$ cat src/rtl/fifo_uart_tx.sv
// fifo_uart_tx: drains a show-ahead byte FIFO and serializes each byte as an
// asynchronous UART frame (start, 8 data bits LSB first, optional parity,
// one or two stop bits). One byte is popped per frame. The pop is issued
// only from IDLE, so consecutive frames are separated by one idle cycle.
module fifo_uart_tx #(
  parameter int CLKS_PER_BIT = 16,
  parameter int PARITY_EN    = 0,
  parameter int PARITY_ODD   = 0,
  parameter int STOP_BITS    = 1
) (
  input  logic        clk,
  input  logic        rst_n,
  input  logic        tx_enable,
  input  logic        fifo_empty,
  input  logic [7:0]  fifo_data,
  output logic        fifo_rd_en,
  output logic        tx,
  output logic        busy,
  output logic [15:0] frame_count
);

  localparam int BAUD_W = (CLKS_PER_BIT > 1) ? $clog2(CLKS_PER_BIT) : 1;
  localparam logic [BAUD_W-1:0] BAUD_LAST = BAUD_W'(CLKS_PER_BIT - 1);
  localparam logic [BAUD_W-1:0] BAUD_ZERO = BAUD_W'(0);
  localparam logic [BAUD_W-1:0] BAUD_ONE  = BAUD_W'(1);
  localparam logic [2:0]        STOP_LAST = 3'(STOP_BITS - 1);
  localparam logic              PAR_ON    = (PARITY_EN != 0);
  localparam logic              PAR_ODD   = (PARITY_ODD != 0);

  typedef enum logic [2:0] {
    IDLE   = 3'd0,
    START  = 3'd1,
    DATA   = 3'd2,
    PARITY = 3'd3,
    STOP   = 3'd4
  } state_t;

  // Parity of a byte; odd sense inverts the XOR reduction.
  function automatic logic parity_of(input logic [7:0] d, input logic odd);
    return (^d) ^ odd;
  endfunction

  state_t            state_r, state_s;
  logic [BAUD_W-1:0] baud_r, baud_s;
  logic [2:0]        bit_r, bit_s;
  logic [7:0]        shift_r, shift_s;
  logic              par_r, par_s;
  logic              tx_r, tx_s;
  logic              busy_r;
  logic [15:0]       frame_count_r;
  logic              pop_s;
  logic              baud_end_s;
  logic              count_inc_s;

  // Next-state, next-tx and pop decode; tx is computed for the next cycle so
  // the registered line shows each bit exactly in its own bit period.
  always_comb begin
    pop_s       = rst_n & (state_r == IDLE) & tx_enable & ~fifo_empty;
    baud_end_s  = (baud_r == BAUD_LAST);
    state_s     = state_r;
    baud_s      = baud_r;
    bit_s       = bit_r;
    shift_s     = shift_r;
    par_s       = par_r;
    tx_s        = tx_r;
    count_inc_s = 1'b0;
    case (state_r)
      IDLE: begin
        tx_s   = 1'b1;
        baud_s = BAUD_ZERO;
        bit_s  = 3'd0;
        if (pop_s) begin
          state_s = START;
          shift_s = fifo_data;
          par_s   = parity_of(fifo_data, PAR_ODD);
          tx_s    = 1'b0;
        end else begin
          state_s = IDLE;
        end
      end
      START: begin
        if (baud_end_s) begin
          state_s = DATA;
          baud_s  = BAUD_ZERO;
          bit_s   = 3'd0;
          tx_s    = shift_r[0];
        end else begin
          baud_s = baud_r + BAUD_ONE;
          tx_s   = 1'b0;
        end
      end
      DATA: begin
        if (baud_end_s) begin
          baud_s = BAUD_ZERO;
          if (bit_r == 3'd7) begin
            bit_s = 3'd0;
            if (PAR_ON) begin
              state_s = PARITY;
              tx_s    = par_r;
            end else begin
              state_s = STOP;
              tx_s    = 1'b1;
            end
          end else begin
            bit_s   = bit_r + 3'd1;
            shift_s = {1'b0, shift_r[7:1]};
            tx_s    = shift_r[1];
          end
        end else begin
          baud_s = baud_r + BAUD_ONE;
        end
      end
      PARITY: begin
        if (baud_end_s) begin
          state_s = STOP;
          baud_s  = BAUD_ZERO;
          bit_s   = 3'd0;
          tx_s    = 1'b1;
        end else begin
          baud_s = baud_r + BAUD_ONE;
          tx_s   = par_r;
        end
      end
      STOP: begin
        tx_s = 1'b1;
        if (baud_end_s) begin
          baud_s = BAUD_ZERO;
          if (bit_r == STOP_LAST) begin
            state_s     = IDLE;
            bit_s       = 3'd0;
            count_inc_s = 1'b1;
          end else begin
            bit_s = bit_r + 3'd1;
          end
        end else begin
          baud_s = baud_r + BAUD_ONE;
        end
      end
      default: begin
        state_s = IDLE;
        baud_s  = BAUD_ZERO;
        bit_s   = 3'd0;
        tx_s    = 1'b1;
      end
    endcase
  end

  // State and datapath registers; reset aborts any frame and forces tx high.
  always_ff @(posedge clk or negedge rst_n) begin
    if (!rst_n) begin
      state_r <= IDLE;
      baud_r  <= BAUD_ZERO;
      bit_r   <= 3'd0;
      shift_r <= 8'h00;
      par_r   <= 1'b0;
      tx_r    <= 1'b1;
      busy_r  <= 1'b0;
    end else begin
      state_r <= state_s;
      baud_r  <= baud_s;
      bit_r   <= bit_s;
      shift_r <= shift_s;
      par_r   <= par_s;
      tx_r    <= tx_s;
      busy_r  <= (state_s != IDLE);
    end
  end

  // Completed-frame counter; bumps on the edge leaving STOP, wraps naturally.
  always_ff @(posedge clk or negedge rst_n) begin
    if (!rst_n) begin
      frame_count_r <= 16'h0000;
    end else if (count_inc_s) begin
      frame_count_r <= frame_count_r + 16'h0001;
    end
  end

  assign fifo_rd_en  = pop_s;
  assign tx          = tx_r;
  assign busy        = busy_r;
  assign frame_count = frame_count_r;

endmodule

$ cat config.mk
export PLATFORM = sky130hd
export DESIGN_NAME = fifo_uart_tx
export DESIGN_NICKNAME = d
export VERILOG_FILES = /design/src/rtl/fifo_uart_tx.sv
export SDC_FILE = /design/constraint.sdc
export NUM_CORES = 1
export LEC_CHECK = 0
export ABC_AREA = 1
export BUFFER_PORTS_ARGS = -buffer_cell sky130_fd_sc_hd__buf_2
export CAP_MARGIN = 15
export CORE_ASPECT_RATIO = 0.75
export CORE_MARGIN = 8
export CORE_UTILIZATION = 30
export CTS_CLUSTER_SIZE = 14
export DETAILED_ROUTE_END_ITERATION = 8
export PLACE_DENSITY = 0.45
export RECOVER_POWER = 50
export SYNTH_ARGS = -nofsm -noshare
export SYNTH_HDL_FRONTEND = slang
export SYNTH_SLANG_ARGS = --single-unit
$ cat constraint.sdc
create_clock -name clk -period 1.95 [get_ports clk]
set_input_delay 0.39 -clock clk [delete_from_list [all_inputs] [get_ports clk]]
set_output_delay 0.39 -clock clk [all_outputs]
set_load 0.02 [all_outputs]
Yosys cells after proc, flatten, opt, wreduce, memory -nomap -nowiden
Cells that the tools add are included.
{ "op_classes": {"bitwise_logic": 4, "n_eq_ne": 11, "n_reduce_logical": 10, "n_addsub": 3, "muxes": 29} }
{ "op_table": {"columns": ["cell", "n"], "rows": [
  ["3-bit two-way mux", 11],
  ["8-bit two-way mux", 3],
  ["16-bit by 1-bit adder with 16-bit output (second input constant)", 1],
  ["8-bit case mux with 2 select lines", 1],
  ["3-bit case mux with 5 select lines", 1],
  ["1-bit two-way mux", 9],
  ["3-bit case mux with 3 select lines", 1],
  ["4-bit two-way mux", 2],
  ["2-bit != test (second input constant)", 4],
  ["8-bit XOR reduction", 1],
  ["3-bit by 2-bit == test with 1-bit output (second input constant)", 2],
  ["3-bit == test (second input constant)", 2],
  ["3-bit zero test", 2],
  ["4-bit by 1-bit adder with 4-bit output (second input constant)", 1],
  ["4-bit == test (second input constant)", 1],
  ["1-bit case mux with 4 select lines", 1],
  ["4-bit AND reduction", 1],
  ["4-bit OR reduction", 1],
  ["3-bit by 1-bit adder with 3-bit output (second input constant)", 1],
  ["1-bit bitwise AND", 3],
  ["3-bit by 1-bit == test with 1-bit output (second input constant)", 1],
  ["3-bit AND reduction", 1],
  ["3-bit nonzero test", 1],
  ["2-bit by 1-bit != test with 1-bit output (second input constant)", 1],
  ["4 further kinds", 4]
]} }
{ "totals": {"reg_bits": 37, "in_bits": 12} }

Logic depth before layout (Yosys ltp)
Gate-level depths: netlist of the first run.
{ "depth": {"ltp_word": 7, "mapped_depth": 9, "depth_no_buf": 9} }

Least setup slack after synthesis of the first run
OpenSTA, ideal clock, no wires.
{ "synth_path": {"kind": "register -> register", "startpoint": "register frame_count_r[1], in the netlist frame_count[1]", "endpoint": "register frame_count_r[14], in the netlist frame_count[14]", "n_path_buf": 0, "path_slack_ns": 0.431, "synth_period_minus_slack_ns": 1.519, "arrival_ns": 1.402, "path_stages_with_launch": 9, "required_time_ns": 1.833, "setup_ns": 0.117, "cell_sequence": "dfrtp_1 ha_1 nand2_1 nor2_1 nand2_1 nor2_8 nand2_1 nand2_1 nand2_1"} }
{ "synth_via": {"elab_chain_len": 1} }
{ "synth_lines": {"columns": ["item", "line_no", "rtl"], "rows": [
  ["start, declared", "50", "logic [15:0] frame_count_r;"],
  ["start signal, assigned", "174", "frame_count_r <= frame_count_r + 16'h0001;"],
  ["16-bit by 1-bit adder with 16-bit output", "174", null]
]} }
Every way passes these cells.
A chain may end at the register's enable or synchronous reset.

Worst setup path in the final report of the first run
{ "layout_path": {"startpoint": "register state_r[2]", "endpoint": "output fifo_rd_en"} }
{ "layout_via": {"elab_chain_len": 4} }
{ "layout_lines": {"columns": ["item", "line_no", "rtl"], "rows": [
  ["start, declared", "43", "state_t state_r, state_s;"],
  ["start signal, assigned", "159", "state_r <= state_s;"],
  ["3-bit zero test", "58", "pop_s = rst_n & (state_r == IDLE) & tx_enable & ~fifo_empty;"],
  ["1-bit bitwise AND (3 in series)", "58", null],
  ["end, declared", "16", "output logic fifo_rd_en,"]
]} }
Every way passes these cells.

==> flow_metrics.env, run 1 <==
export IMPL_synth_avg_cell_area_sq_um=8.083
export IMPL_clock_power_share_pct=40.1
export IMPL_antennaDiodeCount=0
export IMPL_p_leak_nw=1.365
export IMPL_fin_ws_ps=175.8
export IMPL_status="completed"
export IMPL_cp_data_required_time_ps=1560
export IMPL_grt_max_degree=38
export IMPL_grt_pass1_wl_mm=8.404
export IMPL_p_sw_share_pct=22.57
export IMPL_grtUsageMet3_pct=2.756
export IMPL_core_area_sq_um=7432
export IMPL_yosysSeqAreaShare_pct=39.97
export IMPL_internal_power_mw=1.077
export IMPL_grt_overflow_total=0
export IMPL_drt_wl_total_mm=4.821
export IMPL_synth_seq_cells=37
export IMPL_synth_area_top_cells="dfrtp_1 39%, nand2_1 16%, inv_1 4.9%, nor2_1 4.2%, o21ai_0 3.5%"
export IMPL_viasPerCell=4.249
export IMPL_cts_tree="built"
export IMPL_cts_setup_buffers=0
export IMPL_final_max_slew_violation_count=0
export IMPL_htreeDepth=2
export IMPL_endpoint_kind="primary output"
export IMPL_async_reset_ff_share_pct=100.0
export IMPL_numCtsBuffers=5
export IMPL_synth_area_leader_cell="dfrtp_1"
export IMPL_grt_usage_pct=9.264
export IMPL_die_w_microns=117.5
export IMPL_fin_crit_sh_pct=90.99
export IMPL_rows=27
export IMPL_postSynthCellCount=287
export IMPL_dpl_hpwl_mm=3.708
export IMPL_p_per_area_nw_per_um2=525.0
export IMPL_nNetsFinal=340
export IMPL_synth_commonest_cells="97 x nand2_1, 36 x dfrtp_1, 30 x inv_1, 26 x nor2_1, 16 x o21ai_0"
export IMPL_syn_num_nets=304
export IMPL_finalSetupTns_ps=0
export IMPL_gp_congestion=0.7712
export IMPL_synth_edff_count=0
export IMPL_io_buffer_count=30
export IMPL_regArea_sq_um=927.1
export IMPL_clkLatencyLatePin_ps=280
export IMPL_drv_cap=0
export IMPL_hold_violations=0
export IMPL_multi_input_area_sq_um=1225
export IMPL_die_h_microns=92.16
export IMPL_ant_nets=0
export IMPL_synth_warnings=0
export IMPL_detail_route_first_pass_iterations=7
export IMPL_drive_above_1_share_pct=24.07
export IMPL_place_ws_ps=398.1
export IMPL_irDropWorstVdd_mv=0.2383
export IMPL_syn_area_sq_um=2320
export IMPL_fmax_ghz=0.5636
export IMPL_wl_per_cell_microns=11.34
export IMPL_cts_hold_buf=0
export IMPL_ys_types=34
export IMPL_worst_pin_slew_ps=961.9
export IMPL_dr_first_iter_drc_count=86
export IMPL_first_global_vias=1796
export IMPL_num_fill_cells=797
export IMPL_synth_most_common_cell="nand2_1"
export IMPL_grt_util_met1_pct=12.41
export IMPL_floorplan_initialDensity_pct=31.21
export IMPL_seqPwrFrac_pct=55.1
export IMPL_top_usage_layer="met2"
export IMPL_yosys_area_top_type_share_pct=38.83
export IMPL_finalSetupViolCount=0
export IMPL_clkTransAtPathRegs_ps=70
export IMPL_antenna_found_initial=0
export IMPL_cts_root_buf="clkbuf_8"
export IMPL_switchingPower_mw=0.3140
export IMPL_crit_arrival_ps=1380
export IMPL_cp_max_fo=5
export IMPL_synth_main_ff_cell="dfrtp_1"
export IMPL_power_total_mw=1.391
export IMPL_slew_headroom_pct=35.87
export IMPL_fin_skew_ps=7.227
export IMPL_startpoint_type="flip-flop"
export IMPL_clockBufferDepth=2
export IMPL_use_met2_pct=14.19
export IMPL_route_vias_total=1806
export IMPL_min_period_ps=1774
export IMPL_drc=0
export IMPL_comb_power_share_pct=4.8
export IMPL_io_pins=31
export IMPL_cts_sinks=37
export IMPL_cts_resized=0
export IMPL_path_class="reg -> out"
export IMPL_dieArea_sq_um=10830
export IMPL_hold_path_class="in -> async"
export IMPL_rsz0062_at_grt="false"
export IMPL_syn2layout_area_growth_pct=14.24
==> layout by cell type, fill, tap and decap left out, drive strengths merged <==
master,n
nand4,2
xor2,6
a21oi,2
dfstp,1
dfrtp,36
nand2,114
nor2,33
or2,4
o21ai,22
xnor2,5
buf,22
inv,35
nor3,2
clkbuf,17
nand3,12
a31oi,1
nand3b,5
ha,5
==> logic make-up after synthesis <==
family	Yosys count	share of synthesized area (%)
and+or+nand+nor	172	37.76
buffers and inverters	37	7.228
adders and majority gates	5	2.697
xor gates and xnor gates	11	5.771
DFF	37	39.97
AOI/OAI and AO/OA	25	6.581
==> worst max-delay path, cell delays in order (launching register included) <==
cell and delay [ps]:
dfrtp_1 470, nor3_2 260, nand2_2 130, inv_1 90, buf_2 160
==> worst paths after layout <==
kind	from	end	slack [ps]	cells past startpoint
worst max-delay path	state_r[2]$_DFF_PN0_	fifo_rd_en	180	4
worst min-delay path	rst_n	state_r[0]$_DFF_PN0_	390	2
worst max register to register	frame_count[1]$_DFFE_PN0P_	frame_count[14]$_DFFE_PN0P_	410	8
worst min register to register	shift_r[7]$_DFFE_PN0P_	shift_r[7]$_DFFE_PN0P_	480	2
max in group asynchronous	rst_n	bit_r[1]$_DFFE_PN0P_	970	2
min in group clk	fifo_data[7]	shift_r[7]$_DFFE_PN0P_	390	3
==> power by group through the flow <==
stage / clock network, mW / logic, mW / registers (mW)
2_1_floorplan: 0 / 0.0303 / 0.782
3_3_place_gp: 0 / 0.0686 / 0.782
3_5_place_dp: 0 / 0.0695 / 0.782
4_1_cts: 0.598 / 0.0697 / 0.766
5_1_grt: 0.622 / 0.0775 / 0.767
6_report: 0.558 / 0.0661 / 0.767
==> routing by layer <==
layer / share of wire [%] / routed length, microns
met5: 0 / 0
met4: 0.77 / 37
met3: 3.9 / 190
met2: 43 / 2069
met1: 52 / 2524
==> sequential cells by signal (all words and copies together) (netlist names) <==
signal	cells
busy	1
bit_r	3
baud_r	4
par_r	1
frame_count	16
shift_r	8
tx	1
state_r	3
==> area by class of cell <==
class / count / area share, %
clock buffers: 8 / 3.399
inverters: 35 / 5.146
multi-input cells: 213 / 46.22
flip-flops and latches: 37 / 34.99
well taps: 101 / 4.769
repair buffers: 31 / 5.477
==> metrics by stage <==
step                hold slack [ps]  std cells  utilization [%]  cell area [sq um]
floorplan                     94.41        287                -               2320
global placement              470.3        417            34.61               2572
detailed placement            467.3        417            34.61               2572
global route                  405.1        425            35.66               2650
CTS                           193.5        425            35.82               2663
finish                        388.1        425            35.66               2650
(Power assumes the default switching activity.)
==> run 2: changes to the inputs <==
--- a/config.mk
+++ b/config.mk
@@ -9,7 +9,7 @@
 export BUFFER_PORTS_ARGS = -buffer_cell sky130_fd_sc_hd__buf_2
 export CAP_MARGIN = 15
 export CORE_ASPECT_RATIO = 0.75
-export CORE_MARGIN = 8
+export CORE_MARGIN = 2
 export CORE_UTILIZATION = 30
 export CTS_CLUSTER_SIZE = 14
 export DETAILED_ROUTE_END_ITERATION = 8
==> run 2 against run 1 <==
Against the previous run:
- first-iteration DRC count is 48% lower
- combinational power is 2% higher
- final cell count stayed put
- critical path type unchanged
==> flow_metrics.env, run 2 (synthesis gave the netlist of run 1 again) <==
export IMPL_drv_cap=0
export IMPL_die_h_microns=80.16
export IMPL_grt_max_degree=38
export IMPL_wl_per_cell_microns=10.86
export IMPL_status="completed"
export IMPL_clkTransAtPathRegs_ps=80
export IMPL_holdPathStages=3
export IMPL_dr_first_iter_drc_count=45
export IMPL_cts_root_buf="clkbuf_8"
export IMPL_worst_pin_slew_ps=944.1
export IMPL_power_total_mw=1.526
export IMPL_fin_crit_sh_pct=91.08
export IMPL_antennaDiodeCount=0
export IMPL_critical_path_top_delay_family="flip-flops"
export IMPL_clkLatencyLatePin_ps=290
export IMPL_worstPathCellList="nor3_2 -> nand2_2 -> inv_1 -> buf_2"
export IMPL_core_area_sq_um=7432
export IMPL_final_common_cell="nand2_1"
export IMPL_numCtsBuffers=5
export IMPL_drive_above_1_share_pct=24.38
export IMPL_route_vias_total=1801
export IMPL_fin_skew_ps=9.760
export IMPL_cts_tree="built"
export IMPL_endpoint_kind="primary output"
export IMPL_slew_headroom_pct=37.06
export IMPL_htreeDepth=2
export IMPL_largest_reg_flops=16
export IMPL_cp_data_required_time_ps=1560
export IMPL_final_max_slew_violation_count=0
export IMPL_rows=27
export IMPL_drt_wl_total_mm=4.615
export IMPL_min_period_ps=1776
export IMPL_fmax_ghz=0.5630
export IMPL_hold_violations=0
export IMPL_path_class="reg -> out"
export IMPL_rsz0062_at_grt="false"
export IMPL_clockBufferDepth=2
export IMPL_crit_arrival_ps=1390
export IMPL_antenna_found_initial=0
export IMPL_critPathBufInv=2
export IMPL_floorplan_initialDensity_pct=31.21
export IMPL_mostFrequentLayoutCells="97 x nand2_1, 36 x dfrtp_1, 30 x inv_1, 26 x nor2_1, 22 x buf_2"
export IMPL_num_fill_cells=809
export IMPL_dpl_hpwl_mm=3.603
export IMPL_cp_slowest_stage_delay_ps=470
export IMPL_path_depth=4
export IMPL_startpoint_type="flip-flop"
export IMPL_io_buffer_count=30
export IMPL_internal_power_mw=1.206
export IMPL_p_sw_share_pct=20.96
export IMPL_syn2layout_area_growth_pct=15.37
export IMPL_die_w_microns=105.5
export IMPL_slowest_stage="dfrtp_1"
export IMPL_clock_power_share_pct=45.3
export IMPL_cts_sinks=37
export IMPL_gp_congestion=0.7726
export IMPL_drc=0
export IMPL_finalSetupViolCount=0
export IMPL_ant_nets=0
export IMPL_p_leak_nw=1.378
export IMPL_dieArea_sq_um=8459
export IMPL_seqPwrFrac_pct=50.3
export IMPL_nNetsFinal=340
export IMPL_io_pins=31
export IMPL_switchingPower_mw=0.3199
export IMPL_irDropWorstVdd_mv=0.2396
export IMPL_finalSetupTns_ps=0
export IMPL_cp_max_fo=5
export IMPL_grt_usage_pct=12.01
export IMPL_grt_pass1_wl_mm=8.066
export IMPL_cts_hold_buf=0
export IMPL_cts_setup_buffers=0
export IMPL_r2r_cells=7
export IMPL_comb_power_share_pct=4.4
export IMPL_first_global_vias=1670
export IMPL_cts_resized=0
export IMPL_hold_path_class="in -> reg"
export IMPL_p_per_area_nw_per_um2=570.1
export IMPL_viasPerCell=4.238
export IMPL_detail_route_first_pass_iterations=4
export IMPL_grt_overflow_total=0
[run 2: changes by cell type in the layout (fill, tap and decap cells not counted)]
| cell | before | now |
|---|---|---|
| bufinv_16 | 0 | 1 |
| clkbuf_1 | 10 | 9 |
[run 2: worst reg2reg max path, stage by stage, from the launching register on]
cell and delay, ps:
dfrtp_1 360, ha_1 230, nand3_4 170, nor2_4 190
nand2_8 140, inv_6 120, nand2_2 70, xnor2_2 120
[run 2: power groups by stage]
stage	registers, mW	logic (mW)	clock network [mW]
final	0.767	0.0674	0.692
after global placement	0.782	0.0703	0
after global routing	0.767	0.0796	0.757
after detailed placement	0.782	0.0714	0
after floorplan	0.782	0.0303	0
after CTS	0.767	0.0716	0.721
[run 2: metrics by stage]
stage / instances / area, sq um / hold slack, ps / utilization (%) / setup slack, ps
6_report: 425 / 2676 / 379.5 / 36.01 / 173.9
5_1_grt: 425 / 2676 / 395.9 / 36.01 / 49.53
3_5_place_dp: 417 / 2572 / 471.9 / 34.61 / 422.5
3_3_place_gp: 417 / 2572 / 466.0 / 34.61 / 411.7
4_1_cts: 425 / 2689 / 267.1 / 36.18 / 144.2
2_1_floorplan: 287 / 2320 / 94.41 / - / 430.7
[run 2: metal layers]
| layer | global-route usage [%] | vias to the layer above | wire length (microns) |
|---|---|---|---|
| met1 | 16.90 | 812 | 2454 |
| met2 | 18.39 | 20 | 1984 |
| met3 | 3.003 | 2 | 152 |
| met4 | 3.158 | 0 | 24 |
| met5 | 0 | - | 0 |
| li1 | - | 967 | - |
[run 2: path summary, 6_finish.rpt]
path                                        start                           to  slack, ps
setup reg to reg              baud_r[0]$_DFF_PN0_   frame_count[2]$_DFFE_PN0P_        430
setup / recovery             state_r[2]$_DFF_PN0_                   fifo_rd_en        170
hold / removal                       fifo_data[7]       shift_r[7]$_DFFE_PN0P_        380
max in group asynchronous                   rst_n         state_r[0]$_DFF_PN0_        860
min in group asynchronous                   rst_n  frame_count[14]$_DFFE_PN0P_        500
hold reg to reg            shift_r[7]$_DFFE_PN0P_       shift_r[7]$_DFFE_PN0P_        490
[run 2: final cells by class]
type / instances / area, sq um / area share, %
inverters: 35 / 136.4 / 5.096
repair buffers: 31 / 145.1 / 5.423
flip-flops and latches: 37 / 927.1 / 34.64
clock buffers: 7 / 86.33 / 3.226
well taps: 101 / 126.4 / 4.722
clock inverters: 1 / 30.03 / 1.122
multi-input cells: 213 / 1225 / 45.77
==> run 3: changes to the inputs <==
--- a/config.mk
+++ b/config.mk
@@ -10,10 +10,10 @@
 export CAP_MARGIN = 15
 export CORE_ASPECT_RATIO = 0.75
 export CORE_MARGIN = 2
-export CORE_UTILIZATION = 30
+export CORE_UTILIZATION = 48
 export CTS_CLUSTER_SIZE = 14
 export DETAILED_ROUTE_END_ITERATION = 8
-export PLACE_DENSITY = 0.45
+export PLACE_DENSITY = 0.66
 export RECOVER_POWER = 50
 export SYNTH_ARGS = -nofsm -noshare
 export SYNTH_HDL_FRONTEND = slang
==> run 3 against run 2 <==
Against the previous run:
- first-iteration DRC count increased by 87%
- combinational power is 2% lower
- clock-buffer cell count decreased by 1
- final cell count decreased by 10%
- final area shrank 3.3%
- sequential power hardly changed
- die area is 36% lower
- highest routed layer unchanged
- clock power down 24%
- sequential share of layout area increased by 1.2 points
- register-to-register slack got worse by 40 ps
==> flow_metrics.env, run 3 (synthesis gave the netlist of run 1 again) <==
export IMPL_startpoint_type="flip-flop"
export IMPL_grt_usage_pct=17.79
export IMPL_grt_pass1_wl_mm=7.527
export IMPL_endpoint_kind="primary output"
export IMPL_cts_tree="built"
export IMPL_gp_congestion=0.8112
export IMPL_drt_wl_total_mm=4.319
export IMPL_p_leak_nw=1.365
export IMPL_finalSetupViolCount=0
export IMPL_nNetsFinal=340
export IMPL_worst_pin_slew_ps=920.5
export IMPL_hold_path_class="in -> async"
export IMPL_fin_skew_ps=10.51
export IMPL_antennaDiodeCount=0
export IMPL_largest_reg_flops=16
export IMPL_seqPwrFrac_pct=56.4
export IMPL_die_w_microns=84.27
export IMPL_grt_max_degree=38
export IMPL_r2r_cells=8
export IMPL_cts_sinks=37
export IMPL_antenna_found_initial=0
export IMPL_grt_overflow_total=0
export IMPL_finalSetupTns_ps=0
export IMPL_core_area_sq_um=4546
export IMPL_dpl_hpwl_mm=3.284
export IMPL_floorplan_initialDensity_pct=51.03
export IMPL_internal_power_mw=1.037
export IMPL_fin_crit_sh_pct=91.26
export IMPL_first_global_vias=1633
export IMPL_wl_per_cell_microns=11.34
export IMPL_cp_data_required_time_ps=1560
export IMPL_status="completed"
export IMPL_drc=0
export IMPL_fmax_ghz=0.5620
export IMPL_switchingPower_mw=0.3230
export IMPL_die_h_microns=64.21
export IMPL_io_buffer_count=30
export IMPL_dieArea_sq_um=5411
export IMPL_rsz0062_at_grt="false"
export IMPL_cp_max_fo=5
export IMPL_syn2layout_area_growth_pct=11.54
export IMPL_p_sw_share_pct=23.76
export IMPL_route_vias_total=1753
export IMPL_min_period_ps=1779
export IMPL_htreeDepth=2
export IMPL_drive_above_1_share_pct=24.38
export IMPL_rows=21
export IMPL_io_pins=31
export IMPL_clock_power_share_pct=38.7
export IMPL_final_max_slew_violation_count=0
export IMPL_power_total_mw=1.360
export IMPL_cts_root_buf="clkbuf_8"
export IMPL_p_per_area_nw_per_um2=525.5
export IMPL_ant_nets=0
export IMPL_clkLatencyLatePin_ps=300
export IMPL_cts_hold_buf=0
export IMPL_cts_resized=0
export IMPL_irDropWorstVdd_mv=0.3432
export IMPL_drv_cap=0
export IMPL_viasPerCell=4.601
export IMPL_detail_route_first_pass_iterations=4
export IMPL_slew_headroom_pct=38.63
export IMPL_final_common_cell="nand2_1"
export IMPL_cts_setup_buffers=0
export IMPL_hold_violations=0
export IMPL_clockBufferDepth=2
export IMPL_clkTransAtPathRegs_ps=80
export IMPL_path_class="reg -> out"
export IMPL_crit_arrival_ps=1390
export IMPL_numCtsBuffers=5
export IMPL_mostFrequentLayoutCells="97 x nand2_1, 36 x dfrtp_1, 30 x inv_1, 26 x nor2_1, 22 x buf_2"
export IMPL_dr_first_iter_drc_count=84
export IMPL_comb_power_share_pct=4.9
run 3: worst paths after layout:
| kind | slack (ps) | to | start |
|---|---|---|---|
| max | 170 | fifo_rd_en | state_r[2]$_DFF_PN0_ |
| min | 340 | frame_count[2]$_DFFE_PN0P_ | rst_n |
| max reg2reg | 390 | frame_count[14]$_DFFE_PN0P_ | frame_count[1]$_DFFE_PN0P_ |
| min in group clk | 390 | shift_r[7]$_DFFE_PN0P_ | fifo_data[7] |
| min reg2reg | 480 | shift_r[4]$_DFFE_PN0P_ | shift_r[4]$_DFFE_PN0P_ |
| max in group asynchronous | 1030 | frame_count[11]$_DFFE_PN0P_ | rst_n |
run 3: layer usage:
metal,GRT usage (%),vias up,wire (microns)
li1,-,965,-
met1,27.90,757,2557
met2,22.82,25,1516
met3,5.039,6,197
met4,6.048,0,47
met5,0,-,0
run 3: critical path, cell delays in order, from the launching register on:
cell and delay (ps):
dfrtp_1 480, nor3_2 250, nand2_2 120, inv_1 80, buf_2 160
run 3: cell type report:
type | count | area (sq um)
Tap cell | 57 | 71.32
Multi-Input combinational cell | 213 | 1225
Timing Repair Buffer | 31 | 145.1
Sequential cell | 37 | 927.1
Clock buffer | 6 | 72.57
Inverter | 35 | 136.4
Clock inverter | 2 | 10.01
Fill cell | 409 | 1958
run 3: power by group through the flow:
| stage | combinational, mW | clock (mW) | sequential (mW) |
|---|---|---|---|
| after floorplan | 0.0303 | 0 | 0.782 |
| after global placement | 0.0673 | 0 | 0.782 |
| after detailed placement | 0.0684 | 0 | 0.782 |
| after CTS | 0.0684 | 0.542 | 0.767 |
| after global routing | 0.0781 | 0.587 | 0.767 |
| final | 0.0661 | 0.527 | 0.767 |
run 3: stage by stage:
step                instances  utilization, %  worst slack [ps]  hold WS (ps)  instance area (sq um)
global placement          373           55.38             458.1         459.5                   2517
CTS                       381           57.20             158.8         167.7                   2600
detailed placement        373           55.38             422.2         464.9                   2517
finish                    381           56.92             170.5         341.0                   2587
floorplan                 287               -             430.7         94.41                   2320
global route              381           56.92             111.2         381.3                   2587
